[config.mk]
export PLATFORM = sky130hd
export DESIGN_NAME = mem_arbiter_flat
export DESIGN_NICKNAME = d
export VERILOG_FILES = /design/src/rtl/mem_arbiter_if.sv /design/src/rtl/mem_arbiter.sv /design/src/flat_wrapper.sv
export SDC_FILE = /design/constraint.sdc
export NUM_CORES = 1
export LEC_CHECK = 0
export ABC_AREA = 1
export CORE_AREA = 4 4 104 106
export CTS_CLUSTER_SIZE = 20
export DETAILED_ROUTE_END_ITERATION = 6
export DIE_AREA = 0 0 108 110
export GPL_ROUTABILITY_DRIVEN = 0
export PLACE_DENSITY = 0.59
export SLEW_MARGIN = 20
export SYNTH_ARGS = -nofsm -noshare
export SYNTH_HDL_FRONTEND = slang
export SYNTH_SLANG_ARGS = --single-unit
[constraint.sdc]
create_clock -name clock -period 1.1 [get_ports clock]
set_clock_uncertainty 0.1 [all_clocks]
set_input_delay 0.165 -clock clock [delete_from_list [all_inputs] [get_ports clock]]
set_output_delay 0.165 -clock clock [all_outputs]
set_load 0.05 [all_outputs]
[src/rtl/mem_arbiter_if.sv]
// Bus bundle between two requesters (fetch and data), the arbiter and a
// single-port synchronous-read memory.
//   slave  : the arbiter side
//   master : the environment side (requesters plus memory)
interface mem_arbiter_if #(
    parameter int addrWidth = 32,
    parameter int dataWidth = 32
);
    // fetch port
    logic                   if_req_valid;
    logic [addrWidth-1:0]   if_req_addr;
    logic                   if_req_ready;
    logic                   if_rsp_valid;
    logic [dataWidth-1:0]   if_rsp_data;

    // data port
    logic                   d_req_valid;
    logic                   d_req_we;
    logic [addrWidth-1:0]   d_req_addr;
    logic [dataWidth-1:0]   d_req_wdata;
    logic [dataWidth/8-1:0] d_req_wmask;
    logic                   d_req_ready;
    logic                   d_rsp_valid;
    logic [dataWidth-1:0]   d_rsp_data;

    // memory command and read data
    logic                   mem_en;
    logic                   mem_we;
    logic [addrWidth-1:0]   mem_addr;
    logic [dataWidth-1:0]   mem_wdata;
    logic [dataWidth/8-1:0] mem_wmask;
    logic [dataWidth-1:0]   mem_rdata;

    modport slave (
        input  if_req_valid, if_req_addr,
        output if_req_ready, if_rsp_valid, if_rsp_data,
        input  d_req_valid, d_req_we, d_req_addr, d_req_wdata, d_req_wmask,
        output d_req_ready, d_rsp_valid, d_rsp_data,
        output mem_en, mem_we, mem_addr, mem_wdata, mem_wmask,
        input  mem_rdata
    );

    modport master (
        output if_req_valid, if_req_addr,
        input  if_req_ready, if_rsp_valid, if_rsp_data,
        output d_req_valid, d_req_we, d_req_addr, d_req_wdata, d_req_wmask,
        input  d_req_ready, d_rsp_valid, d_rsp_data,
        input  mem_en, mem_we, mem_addr, mem_wdata, mem_wmask,
        output mem_rdata
    );
endinterface

[src/rtl/mem_arbiter.sv]
// Two-port (fetch / data) arbiter in front of a single-port synchronous-read
// memory. One grant per cycle, response exactly one cycle after the grant.
// Arbitration policy:
//   MEM_ARBITER_RR_EN undefined : fixed priority, data wins every conflict
//   MEM_ARBITER_RR_EN defined   : round-robin, the requester not granted
//                                 last wins a conflict
module mem_arbiter #(
    parameter int addrWidth = 32,
    parameter int dataWidth = 32
) (
    input  logic          clock,
    input  logic          resetn,
    mem_arbiter_if.slave  bus
);
    localparam int MaskWidth = dataWidth / 8;

    // owner tag of the access issued last cycle
    localparam logic [1:0] OWN_NONE    = 2'd0;
    localparam logic [1:0] OWN_FETCH   = 2'd1;
    localparam logic [1:0] OWN_DATA_RD = 2'd2;
    localparam logic [1:0] OWN_DATA_WR = 2'd3;

    logic [1:0]           owner_q, owner_d;
    logic                 grant_if, grant_d;

    logic                 mem_en_c, mem_we_c;
    logic [addrWidth-1:0] mem_addr_c;
    logic [dataWidth-1:0] mem_wdata_c;
    logic [MaskWidth-1:0] mem_wmask_c;
    logic [dataWidth-1:0] if_rsp_data_c, d_rsp_data_c;
    logic                 if_rsp_valid_c, d_rsp_valid_c;

`ifdef MEM_ARBITER_RR_EN
    // prio_data_q = 1 means data wins the next conflict
    logic prio_data_q, prio_data_d;

    // Grant selection: round-robin on conflict, immediate when uncontested.
    // resetn gating keeps readies low while reset is held.
    always_comb begin
        grant_d  = resetn & bus.d_req_valid  & (~bus.if_req_valid | prio_data_q);
        grant_if = resetn & bus.if_req_valid & (~bus.d_req_valid  | ~prio_data_q);
    end

    // Pointer moves to the loser of every grant.
    always_comb begin
        prio_data_d = prio_data_q;
        if (grant_d) begin
            prio_data_d = 1'b0;
        end else if (grant_if) begin
            prio_data_d = 1'b1;
        end
    end

    // Pointer register, data favoured out of reset.
    always_ff @(posedge clock or negedge resetn) begin
        if (!resetn) begin
            prio_data_q <= 1'b1;
        end else begin
            prio_data_q <= prio_data_d;
        end
    end
`else
    // Grant selection: data always beats fetch.
    always_comb begin
        grant_d  = resetn & bus.d_req_valid;
        grant_if = resetn & bus.if_req_valid & ~bus.d_req_valid;
    end
`endif

    // Memory command from the winner; idle cycles drive a quiet bus.
    always_comb begin
        mem_en_c    = grant_if | grant_d;
        mem_we_c    = grant_d & bus.d_req_we;
        mem_addr_c  = '0;
        mem_wdata_c = '0;
        mem_wmask_c = '0;
        if (grant_d) begin
            mem_addr_c = bus.d_req_addr;
            if (bus.d_req_we) begin
                mem_wdata_c = bus.d_req_wdata;
                mem_wmask_c = bus.d_req_wmask;
            end
        end else if (grant_if) begin
            mem_addr_c = bus.if_req_addr;
        end
    end

    // Owner tag for the response one cycle later.
    always_comb begin
        owner_d = OWN_NONE;
        if (grant_d) begin
            owner_d = bus.d_req_we ? OWN_DATA_WR : OWN_DATA_RD;
        end else if (grant_if) begin
            owner_d = OWN_FETCH;
        end
    end

    // Owner register; reset drops any in-flight response.
    always_ff @(posedge clock or negedge resetn) begin
        if (!resetn) begin
            owner_q <= OWN_NONE;
        end else begin
            owner_q <= owner_d;
        end
    end

    // Response routing from the owner tag.
    always_comb begin
        if_rsp_valid_c = 1'b0;
        if_rsp_data_c  = '0;
        d_rsp_valid_c  = 1'b0;
        d_rsp_data_c   = '0;
        case (owner_q)
            OWN_FETCH: begin
                if_rsp_valid_c = 1'b1;
                if_rsp_data_c  = bus.mem_rdata;
            end
            OWN_DATA_RD: begin
                d_rsp_valid_c = 1'b1;
                d_rsp_data_c  = bus.mem_rdata;
            end
            OWN_DATA_WR: begin
                d_rsp_valid_c = 1'b1;
            end
            default: begin
            end
        endcase
    end

    assign bus.if_req_ready = grant_if;
    assign bus.d_req_ready  = grant_d;
    assign bus.mem_en       = mem_en_c;
    assign bus.mem_we       = mem_we_c;
    assign bus.mem_addr     = mem_addr_c;
    assign bus.mem_wdata    = mem_wdata_c;
    assign bus.mem_wmask    = mem_wmask_c;
    assign bus.if_rsp_valid = if_rsp_valid_c;
    assign bus.if_rsp_data  = if_rsp_data_c;
    assign bus.d_rsp_valid  = d_rsp_valid_c;
    assign bus.d_rsp_data   = d_rsp_data_c;
endmodule

[src/flat_wrapper.sv]
// flat-port wrapper written by rule: the top's interface ports become plain ports
module mem_arbiter_flat 
#(
    parameter int addrWidth = 32,
    parameter int dataWidth = 32
)
  (clock, resetn, bus_if_req_valid, bus_if_req_addr, bus_if_req_ready, bus_if_rsp_valid, bus_if_rsp_data, bus_d_req_valid, bus_d_req_we, bus_d_req_addr, bus_d_req_wdata, bus_d_req_wmask, bus_d_req_ready, bus_d_rsp_valid, bus_d_rsp_data, bus_mem_en, bus_mem_we, bus_mem_addr, bus_mem_wdata, bus_mem_wmask, bus_mem_rdata);
  mem_arbiter_if #(.addrWidth(addrWidth), .dataWidth(dataWidth)) bus_i ();
  input  logic clock;
  input  logic resetn;
  input wire logic [$bits(bus_i.if_req_valid)-1:0] bus_if_req_valid;
  input wire logic [$bits(bus_i.if_req_addr)-1:0] bus_if_req_addr;
  output wire logic [$bits(bus_i.if_req_ready)-1:0] bus_if_req_ready;
  output wire logic [$bits(bus_i.if_rsp_valid)-1:0] bus_if_rsp_valid;
  output wire logic [$bits(bus_i.if_rsp_data)-1:0] bus_if_rsp_data;
  input wire logic [$bits(bus_i.d_req_valid)-1:0] bus_d_req_valid;
  input wire logic [$bits(bus_i.d_req_we)-1:0] bus_d_req_we;
  input wire logic [$bits(bus_i.d_req_addr)-1:0] bus_d_req_addr;
  input wire logic [$bits(bus_i.d_req_wdata)-1:0] bus_d_req_wdata;
  input wire logic [$bits(bus_i.d_req_wmask)-1:0] bus_d_req_wmask;
  output wire logic [$bits(bus_i.d_req_ready)-1:0] bus_d_req_ready;
  output wire logic [$bits(bus_i.d_rsp_valid)-1:0] bus_d_rsp_valid;
  output wire logic [$bits(bus_i.d_rsp_data)-1:0] bus_d_rsp_data;
  output wire logic [$bits(bus_i.mem_en)-1:0] bus_mem_en;
  output wire logic [$bits(bus_i.mem_we)-1:0] bus_mem_we;
  output wire logic [$bits(bus_i.mem_addr)-1:0] bus_mem_addr;
  output wire logic [$bits(bus_i.mem_wdata)-1:0] bus_mem_wdata;
  output wire logic [$bits(bus_i.mem_wmask)-1:0] bus_mem_wmask;
  input wire logic [$bits(bus_i.mem_rdata)-1:0] bus_mem_rdata;
  assign bus_i.if_req_valid = bus_if_req_valid;
  assign bus_i.if_req_addr = bus_if_req_addr;
  assign bus_if_req_ready = bus_i.if_req_ready;
  assign bus_if_rsp_valid = bus_i.if_rsp_valid;
  assign bus_if_rsp_data = bus_i.if_rsp_data;
  assign bus_i.d_req_valid = bus_d_req_valid;
  assign bus_i.d_req_we = bus_d_req_we;
  assign bus_i.d_req_addr = bus_d_req_addr;
  assign bus_i.d_req_wdata = bus_d_req_wdata;
  assign bus_i.d_req_wmask = bus_d_req_wmask;
  assign bus_d_req_ready = bus_i.d_req_ready;
  assign bus_d_rsp_valid = bus_i.d_rsp_valid;
  assign bus_d_rsp_data = bus_i.d_rsp_data;
  assign bus_mem_en = bus_i.mem_en;
  assign bus_mem_we = bus_i.mem_we;
  assign bus_mem_addr = bus_i.mem_addr;
  assign bus_mem_wdata = bus_i.mem_wdata;
  assign bus_mem_wmask = bus_i.mem_wmask;
  assign bus_i.mem_rdata = bus_mem_rdata;
  mem_arbiter #(.addrWidth(addrWidth), .dataWidth(dataWidth)) u_core (.clock(clock), .resetn(resetn), .bus(bus_i));
endmodule
==> results_dict.tcl, run 1 <==
set metrics [dict create \
    worst_slew_pin_slew_ps 211 \
    p_leak_uw 0.00334 \
    yosys_warnings 0 \
    synth.area.top_cells "nand2_1 (28%), nor2_1 (28%), nand4_1 (15%)" \
    die_width_um 108 \
    p_per_area_nw_per_um2 501 \
    first_iter_violations 76 \
    status "complete, but fails checks" \
    synthDistinctLibCells 12 \
    antenna_found_initial 0 \
    crit_required_ps 830 \
    start_util_pct 14.0 \
    hpwl_um 10200 \
    wl_per_cell_um 18.3 \
    ant_nets 0 \
    io_buffers 274 \
    clk_path_buf_depth 2 \
    die_area_um2 11900 \
    crit_arrival_ps 1300 \
    ir_drop_mv 0.320 \
    rsz0062_at_grt "true" \
    vias 3235 \
    largest_register "u_core.owner_q" \
    hold_violations 0 \
    finalWorstSetupSlack_ps -463 \
    grt_overflow_total 0 \
    clkSinkCount 2 \
    die_h_um 110 \
    slew_headroom_pct 85.9 \
    grt.total_usage_pct 21.5 \
    vias_per_cell 4.32 \
    finalPower_uw 3720 \
    place_inst 722 \
    finalNonFillerCells 749 \
    synth_top_area_cell "nand2_1" \
    coreArea_um2 9770 \
    final_area_um2 7420 \
    setup_viol 128 \
    cp-start-kind "flip-flop" \
    cts_tree "done" \
    synth_seq_cells 2 \
    seq_area_frac_synth_pct 3.65 \
    synth_top_area_share_pct 28.5 \
    fin_nets 752 \
    maxCapViolCount 0 \
    fill_cells 700 \
    firstDrtPassIters 4 \
    clk_pin_slew_ps 30 \
    synth_area_per_cell_um2 4.45 \
    worst_setup_path_end_kind "primary output" \
    final-max-slew-violation-count 0 \
    ios 275 \
    htree_levels 1 \
    finalCriticalPeriod_ps 1560 \
    fmax_mhz 640 \
    syn_area_um2 1370 \
    first_global_vias 3600 \
    placed_area_um2 6310 \
    top_regs "u_core.owner_q x2" \
    hp-class "primary input to flip-flop" \
    final.setup.tns_ps -31380 \
    drc 0 \
    routed_wl_um 13700 \
    violations "negative setup slack" \
    min_period_over_period_pct 142 \
    num_rows 36 \
    syn-num-nets 445 \
    crit_type "flip-flop to primary output" \
    crit_path_max_fanout 11 \
    syn_to_final_growth_pct 441 \
    clock-root-buffer "clkbuf_8" \
    hold_ws_ps 326 \
    grt_max_degree 19 \
    layout-drive-gt1-share_pct 67.4 \
    largest_reg_flops 2 \
    syn_inst 308 \
    grt_pass1_wl_um 19800 \
    cts_buffers 3 \
]
[worst max-delay path, stage by stage (launching register included)]
cell	delay, ps
dfrtp_1	360
inv_2	100
nand2_4	140
buf_12	190
nor2_4	140
buf_12	140
[final cells by class]
type | instances | area, um2 | share of cell area (%)
Antenna cell | 3 | 7.51 | 0.101
Clock buffer | 3 | 41.3 | 0.556
Inverter | 38 | 170 | 2.29
Multi-Input combinational cell | 239 | 2300 | 31.0
Sequential cell | 2 | 51.3 | 0.691
Tap cell | 133 | 166 | 2.24
Timing Repair Buffer | 331 | 4680 | 63.1
[per-layer routing]
layer	GRT usage [%]	vias to the layer above	routed length, um
met5	0	-	0
met4	4.24	0	147
met3	6.99	10	1470
met2	43.7	182	7950
met1	21.1	1484	4100
li1	-	1559	-
[worst paths after layout]
kind	cells after the start	endpoint	from
min in group asynchronous	3	u_core.owner_q[0]$_DFF_PN0_	resetn
min	4	u_core.owner_q[1]$_DFF_PN0_	resetn
max	5	bus_d_rsp_data[21]	u_core.owner_q[0]$_DFF_PN0_
max in group asynchronous	3	u_core.owner_q[1]$_DFF_PN0_	resetn
[report_power, final]
group	switching [uW]	internal (uW)	total (uW)	leakage, uW
combinational	1770	1560	3330	0.00329
sequential	4.57	78.9	83.4	0.0000245
clock	72.4	233	305	0.0000216
[per-stage QoR]
step / setup WS [ps] / util, %
3_3_place_gp: -633 / 64.6
2_1_floorplan: -435 / -
6_report: -463 / 75.9
5_1_grt: -520 / 75.9
4_1_cts: -449 / 73.9
3_5_place_dp: -664 / 64.6
[logic make-up after synthesis]
group	count (synthesis)	synth area share, %
buffers and inverters	67	24.8
and+or+nand+nor	239	71.5
DFF	2	3.65
[synth_stat cells]
library cell	instances
buf_2	17
buf_4	4
buf_6	7
clkbuf_1	1
dfrtp_1	2
inv_1	37
inv_2	1
nand2_1	104
nand2_2	1
nand3_1	1
nand4_1	32
nor2_1	101
[what timing repair did]
| item | 4_1_cts | 5_1_grt |
|---|---|---|
| hold buffers | 1 | 0 |
| cloned | 11 | 1 |
| endpoints found under the setup margin | 140 | 137 |
| hold endpoints to repair | 2 | 0 |
| gates resized for setup | 301 | 59 |
| setup buffers | 11 | 3 |
| pin swaps | 149 | 92 |
[placed cells by master (no fill, tap or decap), types with 3 or more instances in the layout]
master	n
nand4_1	32
clkbuf_8	3
diode_2	3
dlygate4sd2_1	91
dlymetal6s2s_1	7
nor2_4	101
nand2_4	56
buf_8	14
inv_2	3
buf_16	9
buf_4	14
buf_6	39
nand2_2	46
clkdlybuf4s50_1	34
buf_12	121
inv_1	32
Power figures use the tool's default switching activity.
==> run 2, diff against run 1 <==
--- a/config.mk
+++ b/config.mk
@@ -7,7 +7,7 @@
 export LEC_CHECK = 0
 export ABC_AREA = 1
 export CORE_AREA = 4 4 104 106
-export CTS_CLUSTER_SIZE = 20
+export CTS_CLUSTER_SIZE = 40
 export DETAILED_ROUTE_END_ITERATION = 6
 export DIE_AREA = 0 0 108 110
 export GPL_ROUTABILITY_DRIVEN = 0
==> results of run 2 <==
Final layout, timing and power as in run 1 (identical DEF).
==> run 3, diff against run 2 <==
--- a/config.mk
+++ b/config.mk
@@ -10,7 +10,6 @@
 export CTS_CLUSTER_SIZE = 40
 export DETAILED_ROUTE_END_ITERATION = 6
 export DIE_AREA = 0 0 108 110
-export GPL_ROUTABILITY_DRIVEN = 0
 export PLACE_DENSITY = 0.59
 export SLEW_MARGIN = 20
 export SYNTH_ARGS = -nofsm -noshare
==> results of run 3 <==
Final layout, timing and power as in run 1 (identical DEF).
